==> src/rtl/xnor_cmp_pkg.sv <==
// Shared constants and helpers for the xnor_cmp_pipe comparator.
// Parameter limits live here so every user checks against the same range.
package xnor_cmp_pkg;

   localparam int MIN_WIDTH  = 1;
   localparam int MAX_WIDTH  = 64;
   localparam int MIN_STAGES = 1;
   localparam int MAX_STAGES = 4;
   localparam int MIN_ERR_W  = 1;

   function automatic int cnt_w(input int width);
      return $clog2(width + 1);
   endfunction

   // Sized for the widest legal operand; callers zero-extend and truncate.
   function automatic logic [6:0] popcount64(input logic [63:0] v);
      logic [6:0] c;
      c = '0;
      for (int i = 0; i < 64; i++) begin
         c = c + 7'(v[i]);
      end
      return c;
   endfunction

endpackage

==> src/rtl/xnor_cmp_stage.sv <==
// One pipeline slice of xnor_cmp_pipe: payload plus valid bit, loaded on enable.
// Payload resets to zero so the outputs read as zero while in reset.
module xnor_cmp_stage #(
   parameter int DW = 8
) (
   input  logic          clk_i,
   input  logic          rst_ni,
   input  logic          en_i,
   input  logic          valid_i,
   input  logic [DW-1:0] data_i,
   output logic          valid_o,
   output logic [DW-1:0] data_o
);

   logic          valid_q;
   logic [DW-1:0] data_q;

   always_ff @(posedge clk_i or negedge rst_ni) begin
      if (!rst_ni) begin
         valid_q <= 1'b0;
         data_q  <= '0;
      end else if (en_i) begin
         valid_q <= valid_i;
         data_q  <= data_i;
      end
   end

   assign valid_o = valid_q;
   assign data_o  = data_q;

endmodule

==> src/rtl/xnor_cmp_pipe.sv <==
// Pipelined WIDTH-bit XNOR comparator with all-equal flag and match count.
// Optional saturating mismatch counter enabled by XNOR_CMP_ERR_CNT_EN.
module xnor_cmp_pipe
   import xnor_cmp_pkg::*;
#(
   parameter int WIDTH  = 8,
   parameter int STAGES = 2,
   parameter int ERR_W  = 8
) (
   input  logic                       CLK,
   input  logic                       RSTn,
   input  logic [WIDTH-1:0]           A,
   input  logic [WIDTH-1:0]           B,
   input  logic                       Valid_in,
   output logic                       Ready_in,
   output logic [WIDTH-1:0]           Y,
   output logic                       Eq,
   output logic [cnt_w(WIDTH)-1:0]    Match_cnt,
   output logic                       Valid_out,
`ifdef XNOR_CMP_ERR_CNT_EN
   input  logic                       Err_clr,
   output logic [ERR_W-1:0]           Err_cnt,
`endif
   input  logic                       Ready_out
);

   localparam int CNT_W = cnt_w(WIDTH);
   localparam int DW    = WIDTH + CNT_W + 1;

   if (WIDTH < MIN_WIDTH || WIDTH > MAX_WIDTH) begin : g_bad_width
      $error("xnor_cmp_pipe: WIDTH out of range");
   end
   if (STAGES < MIN_STAGES || STAGES > MAX_STAGES) begin : g_bad_stages
      $error("xnor_cmp_pipe: STAGES out of range");
   end
   if (ERR_W < MIN_ERR_W) begin : g_bad_err_w
      $error("xnor_cmp_pipe: ERR_W out of range");
   end

   logic          advance;
   logic [DW-1:0] st_d [STAGES];
   logic [DW-1:0] st_q [STAGES];
   logic          v_q  [STAGES];

   assign advance  = !Valid_out || Ready_out;
   assign Ready_in = advance;

   // Payload layout per stage: {y, cnt, eq}. Stage 0 carries only y; the
   // popcount is formed in stage 1 (or stage 0 when it is the only stage).
   for (genvar i = 0; i < STAGES; i++) begin : g_stage
      logic [WIDTH-1:0] y_in;
      logic [CNT_W-1:0] cnt_in;
      logic             eq_in;
      logic             v_in;

      if (i == 0) begin : g_first
         assign y_in = ~(A ^ B);
         assign v_in = Valid_in;
      end else begin : g_next
         assign y_in = st_q[i-1][DW-1 -: WIDTH];
         assign v_in = v_q[i-1];
      end

      if (i == 1 || STAGES == 1) begin : g_cnt
         assign cnt_in = CNT_W'(popcount64(64'(y_in)));
         assign eq_in  = (cnt_in == CNT_W'(WIDTH));
      end else if (i == 0) begin : g_nocnt
         assign cnt_in = '0;
         assign eq_in  = 1'b0;
      end else begin : g_pass
         assign cnt_in = st_q[i-1][CNT_W:1];
         assign eq_in  = st_q[i-1][0];
      end

      assign st_d[i] = {y_in, cnt_in, eq_in};

      xnor_cmp_stage #(.DW(DW)) u_stage (
         .clk_i   (CLK),
         .rst_ni  (RSTn),
         .en_i    (advance),
         .valid_i (v_in),
         .data_i  (st_d[i]),
         .valid_o (v_q[i]),
         .data_o  (st_q[i])
      );
   end

   assign Y         = st_q[STAGES-1][DW-1 -: WIDTH];
   assign Match_cnt = st_q[STAGES-1][CNT_W:1];
   assign Eq        = st_q[STAGES-1][0];
   assign Valid_out = v_q[STAGES-1];

`ifdef XNOR_CMP_ERR_CNT_EN
   logic [ERR_W-1:0] err_q;
   logic [ERR_W-1:0] err_d;

   // Clear wins over a same-cycle increment; the count saturates at all-ones.
   always_comb begin
      err_d = err_q;
      if (Err_clr) begin
         err_d = '0;
      end else if (Valid_out && Ready_out && !Eq && (err_q != '1)) begin
         err_d = err_q + 1'b1;
      end
   end

   always_ff @(posedge CLK or negedge RSTn) begin
      if (!RSTn) begin
         err_q <= '0;
      end else begin
         err_q <= err_d;
      end
   end

   assign Err_cnt = err_q;
`endif

endmodule

==> config.mk <==
export PLATFORM = sky130hd
export DESIGN_NAME = xnor_cmp_pipe
export DESIGN_NICKNAME = d
export VERILOG_FILES = /design/src/rtl/xnor_cmp_pkg.sv /design/src/rtl/xnor_cmp_stage.sv /design/src/rtl/xnor_cmp_pipe.sv
export SDC_FILE = /design/constraint.sdc
export NUM_CORES = 1
export LEC_CHECK = 0
export BUFFER_PORTS_ARGS = -buffer_cell sky130_fd_sc_hd__buf_4
export CAP_MARGIN = 20
export CORE_MARGIN = 2
export CORE_UTILIZATION = 44
export DETAILED_ROUTE_END_ITERATION = 7
export GPL_TIMING_DRIVEN = 0
export PLACE_DENSITY = 0.78
export SYNTH_ARGS = -nofsm -noshare
export SYNTH_HDL_FRONTEND = slang
export SYNTH_SLANG_ARGS = --single-unit
==> constraint.sdc <==
create_clock -name CLK -period 3 [get_ports CLK]
set_input_delay 0.15 -clock CLK [delete_from_list [all_inputs] [get_ports CLK]]
set_output_delay 0.15 -clock CLK [all_outputs]
set_load 0.02 [all_outputs]
Word level (Yosys, flattened, before mapping). Index checks and enable logic that the tools add are counted.

Input port bits: 20. Output and inout bits: 15. Register bits after elaboration: 23. Word-level logic and storage cells: 16.

Reduce and logical (&&, ||, !) cells: 2. Bitwise logic cells: 2. Add/sub/neg operators: 7. Equality and inequality tests: 1.

Operator list (number): $add A4 B1 Y4 (4); $not A8 Y8 (1); $xor A8 B8 Y8 (1); $add A3 B1 Y4 (1); $eq A4 B4 Y1 const B (1); $add A2 B1 Y3 (1); $add A1 B1 Y2 (1); $logic_not A1 Y1 (1); $logic_or A1 B1 Y1 (1).

Logic depth before layout (Yosys ltp).
Depth in word-level cells: 8. Gate-level depth with buffers: 10. Depth with buffers taken out: 10.

Cells and area by module. A second synthesis with hierarchy kept.

Cells, all modules: 91. Area total of the unflattened synthesis: 1317.5 um^2.

By module, submodules not included: xnor_cmp_stage (area each 519.2 um^2, instances 2, sequential area each 350.3 um^2, cells an instance 29); xnor_cmp_pipe (area each 279.0 um^2, instances 1, sequential area each 0.0 um^2, cells an instance 33).

Least setup slack after synthesis. No wires, ideal clock.

Kind: reg2reg. Start point: register g_stage[0].u_stage.data_q[5]. End point: register g_stage[1].u_stage.data_q[0]. Stages on the path, launching flop included: 10. Setup slack: 0.093 ns. Path buffers: 0. Library setup time: 0.122 ns. Period minus slack after synthesis: 2.907 ns. Required time: 2.878 ns. Arrival: 2.786 ns. Path through: dfrtp_1 > fa_1 > inv_1 > fa_1 > fa_1 > inv_1 > ha_1 > inv_1 > fa_1 > a32o_1.

Cells in the longest elaborated chain, start to end: 8.

Ends and longest elaborated chain: from (decl) (RTL line xnor_cmp_stage.sv:16) `logic [DW-1:0] data_q;`; from (signal assigned) (RTL line xnor_cmp_stage.sv:24) `data_q <= data_i;`; $add A1 B1 Y2 (RTL line xnor_cmp_pkg.sv:20) `c = c + 7'(v[i]);`; $add A2 B1 Y3 (RTL line xnor_cmp_pkg.sv:20); $add A3 B1 Y4 (RTL line xnor_cmp_pkg.sv:20); $add A4 B1 Y4 (4 in series) (RTL line xnor_cmp_pkg.sv:20); $eq A4 B4 Y1 (RTL line xnor_cmp_pipe.sv:66) `assign eq_in = (cnt_in == CNT_W'(WIDTH));`; to (signal assigned) (RTL line xnor_cmp_stage.sv:24); to (decl) (RTL line xnor_cmp_stage.sv:16).

Every way passes these cells. A chain may end at the register's enable or synchronous reset.

Final worst setup path. Same ends and word-level chain as after synthesis.

==> flow_metrics.tcl <==
set metrics [dict create \
    seqPwrFrac_pct 36.2 \
    p_sw_mw 0.458 \
    start_util_pct 45.7 \
    hold_depth 3 \
    finalSetupTns_ns -0.0229 \
    yosys.cell_types.count 19 \
    cts_tree "done" \
    path_delay_family "adder cells" \
    worstSkewPairLatency_ns 0.32 \
    rsz0062_at_grt "true" \
    gp_congestion 0.764 \
    yosys.cell_count.top_type "dfrtp_1" \
    worst_slack_ns -0.0229 \
    areaGrowthSynthToFinish_pct 32.9 \
    finalHoldViolCount 0 \
    top_usage_layer "met2" \
    regToRegSetupSlack_ns -0.02 \
    antenna_found_initial 0 \
    critPathCaptureType "flip-flop" \
    grt_pass1_vias 839 \
    cp-start-kind "flip-flop" \
    drc_errors 0 \
    powerDensity_nw_per_um2 795 \
    layout_min_cycle_time_ns 3.02 \
    finalPower_mw 1.18 \
    yosys.area.top_type "dfrtp_1" \
    dp_hpwl_um 1560 \
    hold_class "input port to flip-flop" \
    clock_skew_ns 0.0105 \
    die_area_um2 2970 \
    gr-usage-met3_pct 2.73 \
    boundaryPins 35 \
    slew_headroom_pct 80.1 \
    syn_area_per_cell_um2 10.4 \
    synth_cells 108 \
    synthArstFlopShare_pct 100 \
    reg2reg_depth 9 \
    tightest_slew_ns 0.298 \
    path_max_fanout 2 \
    viasPerCell 4.67 \
    drv_slew 0 \
    violations "negative setup slack" \
    die_h_um 54.5 \
    synth_xor_area_share_pct 7.02 \
    ys_top_cells_by_count "dfrtp_1 (23), nand2_1 (22), a21oi_1 (11)" \
    power_frac_clock_pct 12.6 \
    path_class "flip-flop to flip-flop" \
    grt_max_degree 24 \
    ctsLongestPathBuffers 2 \
    die_width_um 54.5 \
    via_count 840 \
    status "complete, but fails checks" \
    htreeDepth 1 \
    synthAdderAreaFrac_pct 10.5 \
    crit_path_max_incr_delay_ns 0.54 \
    worst_path_max_delay_cell "fa_1" \
    yosysTopAreaCellShare_pct 51.3 \
    synthesis.area_um2 1120 \
    combPwrFrac_pct 51.2 \
    ant_nets 0 \
    clk_pin_slew_ns 0.14 \
    path_buf_inv 3 \
    max_freq_ghz 0.331 \
    gr-total-overflow 0 \
    cp.arrival_ns 3.24 \
    muxShareOfSynthArea_pct 1.34 \
    ys_ff_latch 23 \
    synth.area.top_cells "dfrtp_1 (51%), nand2_1 (7.4%), fa_1 (7.1%)" \
    drive_gt1_share_pct 36.7 \
    leakage_nw 0.761 \
    drtIter0Drc 4 \
    synth_top_family_by_area "simple AND/OR/NAND/NOR gates" \
    drt-wirelength-per-cell_um 11.8 \
    synth_edf_count 0 \
    max_cap_violations 0 \
    cp.required_ns 3.22 \
    antennaDiodeCount 0 \
    p_int_mw 0.727 \
    whs_ns 0.0247 \
    synth_compound_area_share_pct 7.58 \
    crit_cells 9 \
    fin_nets 178 \
    grtUsageMet2_pct 29.1 \
    timing.critical_path.mode_cell "fa_1" \
    ys.warnings.count 0 \
    io_buffer_count 34 \
    swShare_pct 38.6 \
    synth_fp_nets 135 \
    ir_worst_vdd_uv 516 \
    setup_viol 1 \
    numCtsBuffers 3 \
    synth-simple-area-share_pct 13.5 \
    clock-root-buffer "clkbuf_4" \
    fin_crit_sh_pct 101 \
    yosysSeqAreaShare_pct 51.3 \
    rows 18 \
    final_core_util_pct 60.8 \
    synth_ff_type "dfrtp_1" \
    crit_chain "fa_1, inv_1, fa_1, fa_1, inv_1, ha_2, inv_2, fa_2, a32o_1" \
    grt_util_met1_pct 20.6 \
    core_um2 2450 \
    drt_first_pass_iters 3 \
    clock_sinks 23 \
    grt_pass1_wl_um 3560 \
    grt_usage_pct 17.2 \
    wirelength_um 2120 \
]
## repair_timing
item	in CTS	in global routing
endpoints found under the hold margin	23	0
setup buffers	2	1
endpoints found under the setup margin	2	4
hold buffers	1	0
resized for setup	3	3
pin swaps	2	3
## area by class of cell
cell class,count,area (µm²)
buffer,5,52.6
clock inverter,1,5.00
multi-input combinational,69,464
sequential,23,576
fill,217,963
tap,30,37.5
inverter,11,46.3
timing repair buffer,38,288
clock buffer,3,22.5
## registers in the layout, indices dropped and copies added (netlist names)
register / cells
g_stage.u_stage.data_o: 21
g_stage.u_stage.valid_o: 2
## layer usage
layer	share of wire, %	routed length (µm)
met3	5.0	107
met5	0	0
met4	2.1	44
met1	41	861
met2	52	1110
## through the flow
| step | std cells | worst slack (ns) | cell area (µm²) |
|---|---|---|---|
| after CTS | 179 | -0.0142 | 1470 |
| after detailed placement | 172 | -0.0268 | 1420 |
| final | 180 | -0.0229 | 1490 |
| after global routing | 180 | -0.147 | 1490 |
| after global placement | 172 | -0.00403 | 1420 |
| after floorplan | 108 | 0.0925 | 1120 |
## worst register-to-register path: stages (launching register included)
cell and delay (ns):
dfrtp_1 0.44, fa_1 0.54, inv_1 0.05, fa_1 0.49, fa_1 0.42, inv_1 0.07, ha_2 0.18, inv_2 0.04
fa_2 0.47, a32o_1 0.23
## power groups by stage
stage                     combinational [mW]  sequential (mW)  clock, mW
after floorplan                        0.291            0.500          0
final                                  0.606            0.429      0.149
after detailed placement               0.545            0.436          0
after CTS                              0.583            0.430      0.153
after global placement                 0.531            0.432          0
after global routing                   0.686            0.440      0.165
## logic make-up after synthesis
family          count (synthesis)
mux                             1
simple gates                   36
flops                          23
compound gates                 16
xor+xnor                        9
buf+inv                        16
fa+ha+maj                       7
## layout by cell type (no fill, tap or decap), types with 2 or more instances in the layout
master	n
ha_1	2
o21ai_0	4
nand2_1	22
xnor2_1	4
buf_6	4
fa_1	3
buf_4	38
inv_1	9
clkbuf_4	3
a21oi_1	10
xor2_1	5
nor2_1	10
dfrtp_1	23
## final timing paths
| kind | to | from |
|---|---|---|
| max in group asynchronous | g_stage[0].u_stage.valid_o$_DFFE_PN0P_ | RSTn |
| worst max-delay path | g_stage[1].u_stage.data_o[0]$_DFFE_PN0P_ | g_stage[0].u_stage.data_o[5]$_DFFE_PN0P_ |
| min in group asynchronous | g_stage[1].u_stage.data_o[5]$_DFFE_PN0P_ | RSTn |
| worst min register to register | g_stage[0].u_stage.valid_o$_DFFE_PN0P_ | g_stage[0].u_stage.valid_o$_DFFE_PN0P_ |
| worst max register to register | g_stage[1].u_stage.data_o[0]$_DFFE_PN0P_ | g_stage[0].u_stage.data_o[5]$_DFFE_PN0P_ |
| worst min-delay path | g_stage[0].u_stage.valid_o$_DFFE_PN0P_ | Valid_in |
No activity file was read; power rests on OpenSTA's default activity.
